===== src/rtl/out_ctrl_sc2bin.sv =====
// rtl/out_ctrl_sc2bin.sv - stochastic bitstream to binary sample converter
//
// Counts the ones in a window of L = 2**W accepted stochastic bits and hands
// each completed count downstream over a valid/ready handshake. Windows run
// back to back once a start pulse has aligned the frame.
//
// Ports:
//   clock      - single clock, all state updates on posedge
//   reset_n    - asynchronous active-low reset
//   start      - frame sync pulse; the bit on this cycle is bit 1 of a new window
//   sc_bit     - stochastic bit from the FIR
//   sc_valid   - qualifies sc_bit
//   out        - ones count of the last completed window (0..L)
//   out_valid  - out holds an unconsumed sample
//   out_ready  - downstream accepts out when out_valid & out_ready
//   overrun    - sticky: a completed window was dropped because out was full
//   clr_ovr    - synchronous clear of overrun
module out_ctrl_sc2bin #(
  parameter int W = 8
) (
  input  logic         clock,
  input  logic         reset_n,
  input  logic         start,
  input  logic         sc_bit,
  input  logic         sc_valid,
  output logic [W:0]   out,
  output logic         out_valid,
  input  logic         out_ready,
  output logic         overrun,
  input  logic         clr_ovr
);

  localparam int unsigned LEN   = 1 << W;
  localparam logic [W:0]  L_CNT = LEN[W:0];
  localparam logic [W:0]  ONE   = {{W{1'b0}}, 1'b1};

  typedef enum logic {
    IDLE,
    ACCUM
  } state_t;

  state_t     state;
  logic [W:0] acc;
  logic [W:0] cnt;

  logic       accept;
  logic       done;
  logic       load;
  logic       drop;
  logic [W:0] acc_nxt;
  logic [W:0] cnt_nxt;

  // start overrides everything, including a coincident L-th bit, so an
  // accepted bit only advances the current window when start is low.
  assign accept  = (state == ACCUM) && sc_valid && !start;
  assign acc_nxt = acc + {{W{1'b0}}, sc_bit};
  assign cnt_nxt = cnt + ONE;
  assign done    = accept && (cnt_nxt == L_CNT);

  // A completed window lands in out if the slot is empty or being drained
  // on this very cycle; otherwise the result is lost and flagged.
  assign load    = done && (!out_valid || out_ready);
  assign drop    = done && out_valid && !out_ready;

  always_ff @(posedge clock or negedge reset_n) begin
    if (!reset_n) begin
      state     <= IDLE;
      acc       <= '0;
      cnt       <= '0;
      out       <= '0;
      out_valid <= 1'b0;
      overrun   <= 1'b0;
    end else begin
      if (start) begin
        state <= ACCUM;
        acc   <= {{W{1'b0}}, sc_valid & sc_bit};
        cnt   <= {{W{1'b0}}, sc_valid};
      end else if (done) begin
        acc <= '0;
        cnt <= '0;
      end else if (accept) begin
        acc <= acc_nxt;
        cnt <= cnt_nxt;
      end

      // out keeps its last value after being consumed; only out_valid drops.
      if (load) begin
        out       <= acc_nxt;
        out_valid <= 1'b1;
      end else if (out_valid && out_ready) begin
        out_valid <= 1'b0;
      end

      if (drop) begin
        overrun <= 1'b1;
      end else if (clr_ovr) begin
        overrun <= 1'b0;
      end
    end
  end

endmodule

===== config.mk =====
export PLATFORM = sky130hd
export DESIGN_NAME = out_ctrl_sc2bin
export DESIGN_NICKNAME = d
export VERILOG_FILES = /design/src/rtl/out_ctrl_sc2bin.sv
export SDC_FILE = /design/constraint.sdc
export NUM_CORES = 1
export LEC_CHECK = 0
export CAP_MARGIN = 0
export CORE_ASPECT_RATIO = 1.75
export CORE_MARGIN = 3
export CORE_UTILIZATION = 25
export CTS_CLUSTER_DIAMETER = 40
export DETAILED_ROUTE_END_ITERATION = 12
export DONT_BUFFER_PORTS = 1
export PLACE_DENSITY = 0.43
export SETUP_SLACK_MARGIN = 0.05
export SYNTH_ARGS = -nofsm -noshare
export SYNTH_HDL_FRONTEND = slang
export SYNTH_SLANG_ARGS = --single-unit

===== constraint.sdc =====
create_clock -name clock -period 4.1 [get_ports clock]
set_clock_uncertainty 0.15 [all_clocks]
set_input_delay 0 -clock clock [delete_from_list [all_inputs] [get_ports clock]]
set_output_delay 0 -clock clock [all_outputs]
set_load 0.005 [all_outputs]

=== After elaboration in Yosys (flattened, before gate mapping) ===
Index checks and enable logic that the tools add are counted.

* Flip-flop bits (word level): 30
* Bits of input ports: 7
* Output and inout bits: 11
* Word-level logic and storage cells: 34

* Add/subtract/negate cells: 2
* Equal/unequal tests: 1
* Multiplexer cells: 10
* Bitwise logic cells: 1
* Reductions and logical operators: 14

{| class="wikitable"
|+ Operators with widths
! operator !! number
|-
| 9-bit 2-to-1 mux || 6
|-
| 9-bit by 1-bit adder with 9-bit output || 1
|-
| 9-bit by 1-bit adder with 9-bit output (second input constant) || 1
|-
| 9-bit == test (second input constant) || 1
|-
| 1-bit logical AND || 7
|-
| 1-bit 2-to-1 mux || 4
|-
| 2-bit nonzero test || 2
|-
| 1-bit zero test || 3
|-
| 3-bit nonzero test || 1
|-
| 1-bit bitwise AND || 1
|-
| 1-bit logical OR || 1
|}

=== Longest topological paths before layout ===
* Depth after elaboration: 6
* Gate-level depth with buffers: 8
* Gate-level depth less buffers: 8

=== Worst setup path after synthesis ===
No wires, ideal clock.

* Path type: register to register
* From: register cnt[0]
* To: register out[0]
* Library setup time: 0.125 ns
* Arrival: 2.326 ns
* Required time: 3.825 ns
* Path slack: 1.499 ns
* Stages on the path, launching flop included: 9
* Path buffers: 1
* Period minus slack after synthesis: 2.601 ns
* Cells stage by stage: dfrtp_1 ha_1 and4_4 a21boi_0 o211a_1 o2111ai_4 or4b_1 buf_6 mux2_4

* Word-level cells in the longest chain between the ends: 4

{| class="wikitable"
|+ Ends and longest elaborated chain
! what !! RTL line !! text
|-
| from (decl) || 44 || <nowiki>logic [W:0] cnt;</nowiki>
|-
| from (signal assigned) || 77 || <nowiki>cnt <= {{W{1'b0}}, sc_valid};</nowiki>
|-
| from (signal assigned) || 83 || <nowiki>cnt <= cnt_nxt;</nowiki>
|-
| 9-bit by 1-bit adder with 9-bit output || 57 || <nowiki>assign cnt_nxt = cnt + ONE;</nowiki>
|-
| 9-bit == test || 58 || <nowiki>assign done = accept && (cnt_nxt == L_CNT);</nowiki>
|-
| 1-bit logical AND || 58 ||
|-
| 1-bit logical AND || 62 || <nowiki>assign load = done && (!out_valid || out_ready);</nowiki>
|-
| to (signal assigned) || 88 || <nowiki>out <= acc_nxt;</nowiki>
|-
| to (decl) || 26 || <nowiki>output logic [W:0] out,</nowiki>
|}

No other way between the ends.
A chain may end at the register's enable or synchronous reset.

=== Final worst setup path ===
* From: register cnt[0]
* To: register out[6]

Same word-level chain as after synthesis.

==> results.cfg <==
[worst_setup_path]
reg2reg_from = cnt[0]$_DFFE_PN0P_
critPathSlowestCell = or4b_1
required_ns = 4.10
crit_type = reg -> reg
timing.rr.end = out[6]$_DFFE_PN0P_
reg2reg_depth = 7
crit_arrival_ns = 3.14
crit_buf_inv = 0
cp_max_fo = 17
end_kind = flip-flop
r2r_setup_slack_ns = 0.96
cp_slowest_stage_delay_ns = 0.83
path_delay_family = simple AND/OR/NAND/NOR gates
path_cells = ha_1 > and4_4 > o21ai_0 > nor3_2 > o2111ai_4 > or4b_1 > mux2_4
startpoint_type = flip-flop

[cts]
numCtsBuffers = 5
clk_latency_ns = 0.27
cts-resized-gates = 0
cts_root_buffer = clkbuf_16
path_clk_slew_ns = 0.05
clockBufferDepth = 2
clock-sinks = 30
htreeDepth = 2
cts_tree = built

[logic_synthesis]
synth_seq_cells = 30
synth_nets = 187
ys_seq_area_share_pct = 43.89
yosysWarnings = 0
syn_avg_cell_area_um2 = 9.718
synthArstFlopShare_pct = 100.0
synth_edf_count = 0
synthCells = 176
synthDistinctLibCells = 37
synth-main-ff-cell = dfrtp_1
syn_area_um2 = 1710

[die]
die_h_um = 115.4
rows = 39
core-area_um2 = 6588
die_area_um2 = 7909
initial_utilization_pct = 25.96
dieWidth_um = 68.53
pin_count = 18

[drt]
drtIter0Drc = 74
routed.top_layer = met4
ant_nets = 0
dr.pass1.iters = 4
drc = 0
wire_per_inst_um = 14.16
wirelength_um = 3781
dr_total_vias = 1281
met3WireLength_um = 100
met1_length_um = 1460
route.met2.wl_um = 2128
routed_via_density = 4.798

[sta]
final_max_slew_viol_count = 0
fin_crit_sh_pct = 76.51
setup_tns_ns = 0
setup_violations = 0
finalCriticalPeriod_ns = 3.137
finalHoldViolations = 0
max_slew_margin_pct = 44.13
rsz0062_at_grt = false
worstMarginPinSlew_ns = 0.8353
setup_ws_ns = 0.9629
timing.fmax_ghz = 0.3188

[hold_path]
worstHoldPathType = in -> async

[place]
place_congestion = 0.7247
numPortBuffers = 0
dp_worst_setup_slack_ns = 0.9489
hpwlAfterDp_um = 2667
dp.cells = 250

[cells_and_area]
final_layout_size_suffix_gt1_share_pct = 12.97
n_antenna_cell = 0
final_nets = 195
fin_cells = 267
final_cell_mix = dfrtp_1 (30), nand2_1 (21), o21ai_0 (14)
areaGrowthSynthToFinish_pct = 17.63
final_common_cell = dfrtp_1

[pwr]
p_clk_share_pct = 50.4
swShare_pct = 21.95
p_leak_nw = 0.9025
p_per_area_nw_per_um2 = 357.9
p_seq_share_pct = 42.8
intPower_mw = 0.5620
p_comb_share_pct = 6.8
p_sw_mw = 0.1581
worst_ir_drop_vdd_v = 0.0001282

[flow_run]
max-cap-violations = 0

[grt]
grt_util_all_layers_pct = 11.04
grt_antenna_before_repair = 0
grt_max_degree = 31
grt_pass1_wl_um = 6513
gr-total-overflow = 0
grt_pass1_vias = 1322

[outcome]
status = finished clean
[per-layer routing]
metal	up-vias	global-route usage [%]
met3	6	2.813
met2	26	19.27
li1	634	-
met1	615	11.77
met4	0	5.710
met5	-	0
[stage by stage]
step / area, um2 / total power, mW / util, % / hold slack, ns
floorplan: 1710 / 0.3398 / - / -0.4456
global placement: 1764 / 0.3460 / 26.78 / -0.4448
detailed placement: 1764 / 0.3456 / 26.78 / -0.4446
CTS: 2012 / 0.7369 / 30.54 / 0.02784
global route: 2012 / 0.7579 / 30.54 / 0.04432
finish: 2012 / 0.7201 / 30.54 / 0.01970
[power groups by stage]
stage          sequential [mW]  combinational [mW]  clock, mW
3_5_place_dp             0.313              0.0322          0
5_1_grt                  0.309              0.0567      0.392
2_1_floorplan            0.311              0.0286          0
3_3_place_gp             0.313              0.0328          0
6_report                 0.308              0.0490      0.363
4_1_cts                  0.308              0.0505      0.378
[sequential cells by signal (all words and copies together) (netlist names)]
name	cells
state	1
overrun	1
out	9
acc	9
cnt	9
out_valid	1
[cells by family after synthesis]
| family | after synthesis | share of synthesized area (%) |
|---|---|---|
| muxes | 9 | 7.901 |
| xor gates and xnor gates | 13 | 6.657 |
| and+or+nand+nor | 74 | 22.31 |
| adders and majority gates | 4 | 2.926 |
| buffers and inverters | 14 | 4.388 |
| AOI/OAI and AO/OA | 32 | 11.92 |
| DFF | 30 | 43.89 |
[cell usage after synthesis (3+ instances only)]
library cell   n  area share (%)
or3_1          3             1.1
a31oi_1        4             1.5
nor4_1         4             1.5
dfrtp_1       30              44
ha_1           4             2.9
inv_1          5             1.1
a21oi_1        7             2.0
nand2_1       21             4.6
nor2_1        10             2.2
clkbuf_1       4            0.88
xnor2_1        6             3.1
xor2_1         7             3.6
nor3_1         6             1.8
o21ai_0       14             4.1
nand3_1       11             3.2
mux2_4         9             7.9
nand4_1        4             1.5
[worst reg2reg max path, stage by stage, from the launching register on]
cell and delay [ns]:
dfrtp_1 0.42, ha_1 0.30, and4_4 0.27, o21ai_0 0.15, nor3_2 0.20, o2111ai_4 0.31
or4b_1 0.83, mux2_4 0.40
[what timing repair did]
| item | CTS | global route |
|---|---|---|
| buffers inserted | 0 | 0 |
| hold buffers | 9 | 0 |
| hold endpoints to repair | 52 | 0 |
[worst max-delay path by stage]
stage                             from            endpoint  slack [ns]  depth (start not counted)
finish              cnt[0]$_DFFE_PN0P_  out[6]$_DFFE_PN0P_        0.96                          7
global route        cnt[1]$_DFFE_PN0P_  out[0]$_DFFE_PN0P_        0.75                          7
CTS                 cnt[0]$_DFFE_PN0P_  out[0]$_DFFE_PN0P_        0.94                          7
detailed placement  cnt[0]$_DFFE_PN0P_  out[6]$_DFFE_PN0P_        0.95                          7
global placement    cnt[0]$_DFFE_PN0P_  out[7]$_DFFE_PN0P_        1.00                          7
floorplan           cnt[0]$_DFFE_PN0P_  out[0]$_DFFE_PN0P_        1.50                          8
[layout make-up]
cell class,count,area [um2]
clock buffer,7,142.6
clock inverter,1,5.005
fill,689,4576
inverter,5,18.77
multi-input combinational,132,884.6
sequential,30,750.7
tap,82,102.6
timing repair buffer,10,107.6
Note: power is estimated with default switching activity, not from simulation.
